$ cat config.mk
export PLATFORM = sky130hd
export DESIGN_NAME = hazard_ctrl_mc
export DESIGN_NICKNAME = d
export VERILOG_FILES = /design/src/rtl/hazard_pkg.sv /design/src/rtl/hazard_fwd_sel.sv /design/src/rtl/hazard_ctrl_mc.sv
export SDC_FILE = /design/constraint.sdc
export NUM_CORES = 1
export LEC_CHECK = 0
export BUFFER_PORTS_ARGS = -buffer_cell sky130_fd_sc_hd__buf_2
export CAP_MARGIN = 40
export CORE_MARGIN = 2
export CORE_UTILIZATION = 44
export DETAILED_ROUTE_END_ITERATION = 8
export PLACE_DENSITY = 0.89
export SYNTH_ARGS = -nofsm -noshare
export SYNTH_HDL_FRONTEND = slang
export SYNTH_HIERARCHICAL = 1
export SYNTH_SLANG_ARGS = --single-unit
$ cat constraint.sdc
create_clock -name clk -period 2.61 [get_ports clk]
set_input_delay 0.261 -clock clk [delete_from_list [all_inputs] [get_ports clk]]
set_output_delay 0.261 -clock clk [all_outputs]
set_load 0.1 [all_outputs]
$ cat src/rtl/hazard_pkg.sv
// Shared constants for the RV32I hazard/stall controller.
// Operand-select codes and FSM state encodings.
package hazard_pkg;

    localparam logic [1:0] FWD_RF = 2'b00;
    localparam logic [1:0] FWD_M  = 2'b01;
    localparam logic [1:0] FWD_W  = 2'b10;

    localparam logic [1:0] ST_RUN      = 2'd0;
    localparam logic [1:0] ST_MD_WAIT  = 2'd1;
    localparam logic [1:0] ST_MEM_WAIT = 2'd2;

endpackage

$ cat src/rtl/hazard_fwd_sel.sv
// One operand's bypass select: M beats W, x0 never forwards,
// and a load still in M cannot feed E (its data is not back yet).
module hazard_fwd_sel
    import hazard_pkg::*;
#(
    parameter int REG_AW = 5
) (
    input  logic [REG_AW-1:0] rs_e,
    input  logic [REG_AW-1:0] rd_m,
    input  logic [REG_AW-1:0] rd_w,
    input  logic              wen_rf_m,
    input  logic              wen_rf_w,
    input  logic              is_load_m,
    output logic [1:0]        fw
);

    logic rs_nz;

    assign rs_nz = (rs_e != '0);

    always_comb begin
        fw = FWD_RF;
        if (rs_nz && wen_rf_m && !is_load_m && (rd_m == rs_e))
            fw = FWD_M;
        else if (rs_nz && wen_rf_w && (rd_w == rs_e))
            fw = FWD_W;
    end

endmodule

$ cat src/rtl/hazard_ctrl_mc.sv
// Hazard/stall controller for the 5-stage RV32I pipeline:
// bypass selects, load-use, redirect, mul/div hold and dmem wait.
module hazard_ctrl_mc
    import hazard_pkg::*;
#(
    parameter int REG_AW = 5,
    parameter int MD_LAT = 4
) (
    input  logic              clk,
    input  logic              rst,
    input  logic [REG_AW-1:0] rs1_d,
    input  logic [REG_AW-1:0] rs2_d,
    input  logic [REG_AW-1:0] rs1_e,
    input  logic [REG_AW-1:0] rs2_e,
    input  logic [REG_AW-1:0] rd_e,
    input  logic [REG_AW-1:0] rd_m,
    input  logic [REG_AW-1:0] rd_w,
    input  logic              wen_rf_e,
    input  logic              wen_rf_m,
    input  logic              wen_rf_w,
    input  logic              is_load_e,
    input  logic              is_load_m,
    input  logic              md_start_e,
    input  logic              dmem_req_m,
    input  logic              dmem_ack_m,
    input  logic              redirect_e,
    output logic [1:0]        fw_a_e,
    output logic [1:0]        fw_b_e,
    output logic              en_pc_f,
    output logic              en_d,
    output logic              en_e,
    output logic              en_m,
    output logic              flush_d,
    output logic              flush_e,
    output logic              flush_m,
    output logic              flush_w,
    output logic              md_busy,
    output logic              md_done
);

    localparam int               CNT_W    = $clog2(MD_LAT + 1);
    localparam logic [CNT_W-1:0] CNT_INIT = CNT_W'(MD_LAT - 1);
    localparam logic [CNT_W-1:0] CNT_ONE  = CNT_W'(1);
    localparam bit               MD_MULTI = (MD_LAT > 1);

    logic [1:0]       state;
    logic [1:0]       state_nxt;
    logic [CNT_W-1:0] cnt;
    logic [CNT_W-1:0] cnt_nxt;
    logic [1:0]       fw_a_raw;
    logic [1:0]       fw_b_raw;
    logic             load_use;
    logic             lu_stall;

    hazard_fwd_sel #(.REG_AW(REG_AW)) u_fwd_a (
        .rs_e      (rs1_e),
        .rd_m      (rd_m),
        .rd_w      (rd_w),
        .wen_rf_m  (wen_rf_m),
        .wen_rf_w  (wen_rf_w),
        .is_load_m (is_load_m),
        .fw        (fw_a_raw)
    );

    hazard_fwd_sel #(.REG_AW(REG_AW)) u_fwd_b (
        .rs_e      (rs2_e),
        .rd_m      (rd_m),
        .rd_w      (rd_w),
        .wen_rf_m  (wen_rf_m),
        .wen_rf_w  (wen_rf_w),
        .is_load_m (is_load_m),
        .fw        (fw_b_raw)
    );

    assign fw_a_e = rst ? FWD_RF : fw_a_raw;
    assign fw_b_e = rst ? FWD_RF : fw_b_raw;

    assign load_use = is_load_e && wen_rf_e && (rd_e != '0) &&
                      ((rs1_d == rd_e) || (rs2_d == rd_e));

    // A redirect squashes the dependent instr in D, so no stall is needed.
    assign lu_stall = load_use && !redirect_e;

    always_comb begin
        state_nxt = ST_RUN;
        cnt_nxt   = cnt;
        en_pc_f   = 1'b1;
        en_d      = 1'b1;
        en_e      = 1'b1;
        en_m      = 1'b1;
        flush_d   = 1'b0;
        flush_e   = 1'b0;
        flush_m   = 1'b0;
        flush_w   = 1'b0;
        md_busy   = 1'b0;
        md_done   = 1'b0;
        unique case (state)
            ST_RUN, ST_MEM_WAIT: begin
                if ((state == ST_MEM_WAIT || dmem_req_m) && !dmem_ack_m) begin
                    en_pc_f   = 1'b0;
                    en_d      = 1'b0;
                    en_e      = 1'b0;
                    en_m      = 1'b0;
                    flush_w   = 1'b1;
                    state_nxt = ST_MEM_WAIT;
                end else if (md_start_e && MD_MULTI) begin
                    en_pc_f   = 1'b0;
                    en_d      = 1'b0;
                    en_e      = 1'b0;
                    flush_m   = 1'b1;
                    cnt_nxt   = CNT_INIT;
                    state_nxt = ST_MD_WAIT;
                end else begin
                    md_done = md_start_e;
                    flush_d = redirect_e;
                    flush_e = redirect_e || lu_stall;
                    en_pc_f = !lu_stall;
                    en_d    = !lu_stall;
                end
            end
            ST_MD_WAIT: begin
                md_busy = 1'b1;
                if (cnt <= CNT_ONE) begin
                    md_done   = 1'b1;
                    cnt_nxt   = '0;
                    state_nxt = ST_RUN;
                    flush_d   = redirect_e;
                    flush_e   = redirect_e || lu_stall;
                    en_pc_f   = !lu_stall;
                    en_d      = !lu_stall;
                end else begin
                    en_pc_f   = 1'b0;
                    en_d      = 1'b0;
                    en_e      = 1'b0;
                    flush_m   = 1'b1;
                    cnt_nxt   = cnt - CNT_ONE;
                    state_nxt = ST_MD_WAIT;
                end
            end
            default: begin
                cnt_nxt   = '0;
                state_nxt = ST_RUN;
            end
        endcase
        // Reset holds every stage in bubble until released.
        if (rst) begin
            en_pc_f = 1'b0;
            en_d    = 1'b0;
            en_e    = 1'b0;
            en_m    = 1'b0;
            flush_d = 1'b1;
            flush_e = 1'b1;
            flush_m = 1'b1;
            flush_w = 1'b1;
            md_busy = 1'b0;
            md_done = 1'b0;
        end
    end

    always_ff @(posedge clk or posedge rst) begin
        if (rst) begin
            state <= ST_RUN;
            cnt   <= '0;
        end else begin
            state <= state_nxt;
            cnt   <= cnt_nxt;
        end
    end

endmodule
# == Word level (Yosys, flattened, before mapping) ==
# Index checks and enable logic that the tools add are counted.
# classes
add_sub_neg,1
n_lt_le_gt_ge,1
eq_ne,10
mux,49
reduce_logical,28
# op_table
op,n
1-bit two-way mux,32
5-bit equality test,6
1-bit logical AND,15
5-bit nonzero test,3
2-bit two-way mux,7
1-bit one-hot mux with 2 select lines,5
3-bit two-way mux,3
3-bit one-hot mux with 2 select lines,1
1-bit logical NOT,4
2-bit != test (second input constant),2
2-bit one-hot mux with 2 select lines,1
3-bit by 1-bit less-or-equal comparator with 1-bit output (second input constant),1
1-bit logical OR,3
3-bit by 1-bit subtractor with 3-bit output (second input constant),1
2-bit by 1-bit equality test with 1-bit output (second input constant),1
2-bit equality test (second input constant),1
2-bit logical NOT,1
2-bit AND reduction,1
2-bit OR reduction,1
# totals
register_bits,5
input_bits,46
word_cells,91

# == Depth between registers and ports, before layout ==
# logic_depth
depth_word,9
ltp_mapped,7

# == Modules after synthesis ==
# The synthesis kept the hierarchy.
# modules_own_cells
module,instances,cells_per_inst,area_each_um2,seq_area_each_um2
hazard_ctrl_mc,1,66,543.0,125.1
hazard_fwd_sel,2,18,147.6,0.0

# == Worst setup path after synthesis ==
# OpenSTA, ideal clock, no wires.
# synth_timing
kind,register -> output
start,register cnt[1]
end,output port en_pc_f
t_arrival_ps,3508
required_ps,2349
path_slack_ps,-1159
path_stages_with_launch,8
cell_sequence,dfrtp_1 inv_1 ha_1 o21bai_4 nor2b_4 a211oi_2 and2_1 buf_4
# synth_via
elab_chain_cells,4
# synth_lines
element,line,text
from (decl),hazard_ctrl_mc.sv:48,logic [CNT_W-1:0] cnt;
from (signal assigned),hazard_ctrl_mc.sv:166,cnt <= cnt_nxt;
3-bit by 1-bit less-or-equal comparator with 1-bit output,hazard_ctrl_mc.sv:123,if (cnt <= CNT_ONE) begin
1-bit two-way mux,-,
1-bit one-hot mux with 2 select lines,-,
1-bit two-way mux,-,
to (decl),hazard_ctrl_mc.sv:29,"output logic en_pc_f,"
# Every way passes these cells.

# == Worst setup path after layout ==
# layout_timing
start,input port rs2_e[1]
end,output port fw_b_e[1]
# layout_via
elab_chain_cells,6
elab_cells_between_ends,11
cone_classes,2 x eq/ne; 3 x mux; 6 x reduce/logical
# layout_lines
element,line,text
from (decl),hazard_ctrl_mc.sv:14,"input logic [REG_AW-1:0] rs2_e,"
5-bit nonzero test,hazard_fwd_sel.sv:19,assign rs_nz = (rs_e != '0);
"1-bit logical AND, on equally long branches (2 in series)","hazard_fwd_sel.sv:25, hazard_fwd_sel.sv:23",
2-bit two-way mux or 1-bit logical AND (tied branches),"hazard_fwd_sel.sv:25, hazard_fwd_sel.sv:23",
2-bit two-way mux (*),hazard_fwd_sel.sv:23,if (rs_nz && wen_rf_m && !is_load_m && (rd_m == rs_e))
net fw_b_raw[1],hazard_ctrl_mc.sv:51,logic [1:0] fw_b_raw;
2-bit two-way mux (*),hazard_ctrl_mc.sv:76,assign fw_b_e = rst ? FWD_RF : fw_b_raw;
to (decl),hazard_ctrl_mc.sv:28,"output logic [1:0] fw_b_e,"
# Mark *: on every way through the listed nets, which the timed path passes. The rest lies on a longest branch.

==> flow_summary.toml <==
[grt]
grt_overflow = 0
first_global_vias = 824
grt_max_degree = 11
grt_pass1_wl_um = 3260
antenna_found_initial = 0
track_usage = 0.201

[setup_path]
reg2reg_depth = 5
worstReg2RegStart = "cnt[0]"
endpoint_kind = "primary output"
cp_max_fo = 3
worstPathArrival_ns = 1.95
regToRegEndpoint = "cnt[2]"
cp_top_family = "simple AND/OR/NAND/NOR gates"
crit_buf_inv = 2
crit_top_cell = "buf_2"
worstPathCellList = "buf_2, or4_1, nor2_2, nor3_2, nor4_2, nor2b_2, buf_2"
cp.depth = 7
path_class = "in -> out"
slowest_delay_ns = 0.53
required_ns = 2.35
startpoint = "rs2_e[1]"
ff2ff_setup_slack_ns = 1.22
critPathSlowestCell = "or4_1"
startpoint_type = "primary input"
crit_path_end = "fw_b_e[1]"

[detailed_routing]
drt_wl_total_um = 2230
viasPerCell = 5.02
drc = 0
post_drt_wl_per_cell_um = 11.9
dr.pass1.iters = 2
ant_nets = 0
num_vias = 943
drtIter0Drc = 3

[yosys]
synth_cell_type_count = 33
async_reset_ff_frac = 1.00
yosys.cell_count.top_type = "xnor2_1"
netlist_area_um2 = 838
yosysWarningCount = 6
synth.largest_area_cell = "xnor2_1"
synthTopCellsByCount = "30 x xnor2_1, 5 x dfrtp_1, 5 x nand2_1, 5 x nand4_1"
syn_avg_cell_area_um2 = 8.22
synth_top_area_share = 0.313
postSynthNetCount = 150
synth_edf_count = 0
synth_ff_type = "dfrtp_1"
synth-seq-cells = 5
seq_area_frac_synth = 0.149
synth_cells = 102
synthTopCellsByArea = "xnor2_1 31%, dfrtp_1 15%, nand4_1 3.7%, ha_1 3.0%, nor2b_1 3.0%"

[floorplan]
std_cell_rows = 15
die_w_um = 47.7
start_util = 0.475
dieArea_mm2 = 0.00227
core_area_mm2 = 0.00176
io_pins = 60
die_h_um = 47.7

[clock_network]
clk_path_buf_depth = 2
clk_latency_ns = 0.23
postCtsSetupBuffers = 0
cts_root_buf = "clkbuf_4"
post_cts_resize_count = 0
cts_tree = "built"
cts.sinks = 5
ctsHtreeMaxLevel = 1
numCtsBuffers = 3
postCtsHoldBufs = 0
cts.reportedPaths.clkPinSlew_ns = 0.04

[pwr]
total_power_mw = 0.943
p_per_area_mw_per_mm2 = 785
ir_drop_uv = 753
p_leak_nw = 0.550

[job]
cap_violations = 0

[layout]
final_nets = 212
layout.cells.non_filler = 188
n_antenna_cell = 0
drive_gt1_frac = 0.497
area_delta_synth_final_pct = 43.3

[sta]
finClkSkew_ns = 0.00403
max_freq_mhz = 452
timing.slew.headroom = 0.672
rsz0062_at_grt = "no"
hold_ws_ns = 0.0572
min_period_ns = 2.21
tightest_slew_ns = 0.495
final_hold_viol_count = 0
finalCritPeriodShare = 0.847
maxSlewViolCount = 0
finalSetupViolations = 0

[placed_design]
placed_cells = 184
port_buffers = 59
hpwlAfterDp_um = 1980
gp_congestion = 0.848

[worst_hold_path]
hp-class = "in -> async"

[run_status]
outcome = "completed"
## worst reg2reg max path: cells and delay by family (launching register included)
kind / cells / cell delay [ns]
AOI/OAI and AO/OA: 2 / 0.30
adders and majority gates: 1 / 0.25
DFF: 1 / 0.42
and+or+nand+nor: 2 / 0.35
## stage by stage
step	TNS, ns	worst slack [ns]	util	area (um^2)
2_1_floorplan	-0.377	-0.377	-	861
3_3_place_gp	0	0.430	0.666	1170
5_1_grt	0	0.260	0.681	1200
6_report	0	0.400	0.681	1200
3_5_place_dp	0	0.385	0.666	1170
4_1_cts	0	0.374	0.681	1200
## report_power, final
| group | switching, mW | internal [mW] | leakage (nW) |
|---|---|---|---|
| Combinational | 0.493 | 0.209 | 0.473 |
| Clock | 0.0276 | 0.0575 | 0.0150 |
| Sequential | 0.0421 | 0.113 | 0.0627 |
## placed cells by master, fill, tap and decap left out, types with 3 or more instances in the layout
cell,instances
buf_2,59
xnor2_1,30
nand2_1,5
nand4_1,5
dfrtp_1,5
nor2_2,4
o21ai_0,4
inv_1,4
nand2b_1,3
o22ai_1,3
a21o_1,3
nor2_1,3
nor3_2,3
clkbuf_4,3
## layer usage
layer	track usage	up-vias	share of wire
met5	0	-	0
met4	0.0324	0	0
met3	0.0226	0	0.087
met2	0.446	49	0.52
met1	0.191	420	0.39
li1	-	474	-
## sequential cells by signal, summed over array words and instances, names as in the netlist
register	flops
state	2
cnt	3
## area by class of cell
type                       instances  area [um^2]
multi-input combinational         90          704
fill                             165          563
timing repair buffer              59          295
sequential                         5          125
tap                               25         31.3
clock buffer                       4         26.3
inverter                           5         18.8
## worst min path at each step
| stage | start | end | cells after the start |
|---|---|---|---|
| after floorplan | rst | cnt[0] | 2 |
| after global placement | rst | state[0] | 2 |
| after detailed placement | rst | state[0] | 2 |
| after CTS | rst | state[0] | 2 |
| after global routing | rst | state[1] | 2 |
| final | rst | state[0] | 2 |
## cells by family (layout without fill, tap and decap cells)
family	after synthesis	in the layout	share of synthesized area
adder cells (fa/ha/maj)	2	2	0.0298
buffers and inverters	7	68	0.0373
AND/OR/NAND/NOR	41	41	0.316
XOR/XNOR	30	30	0.313
flip-flops	5	5	0.149
AO/OA/AOI/OAI	17	17	0.154
Power figures use the tool's default switching activity.
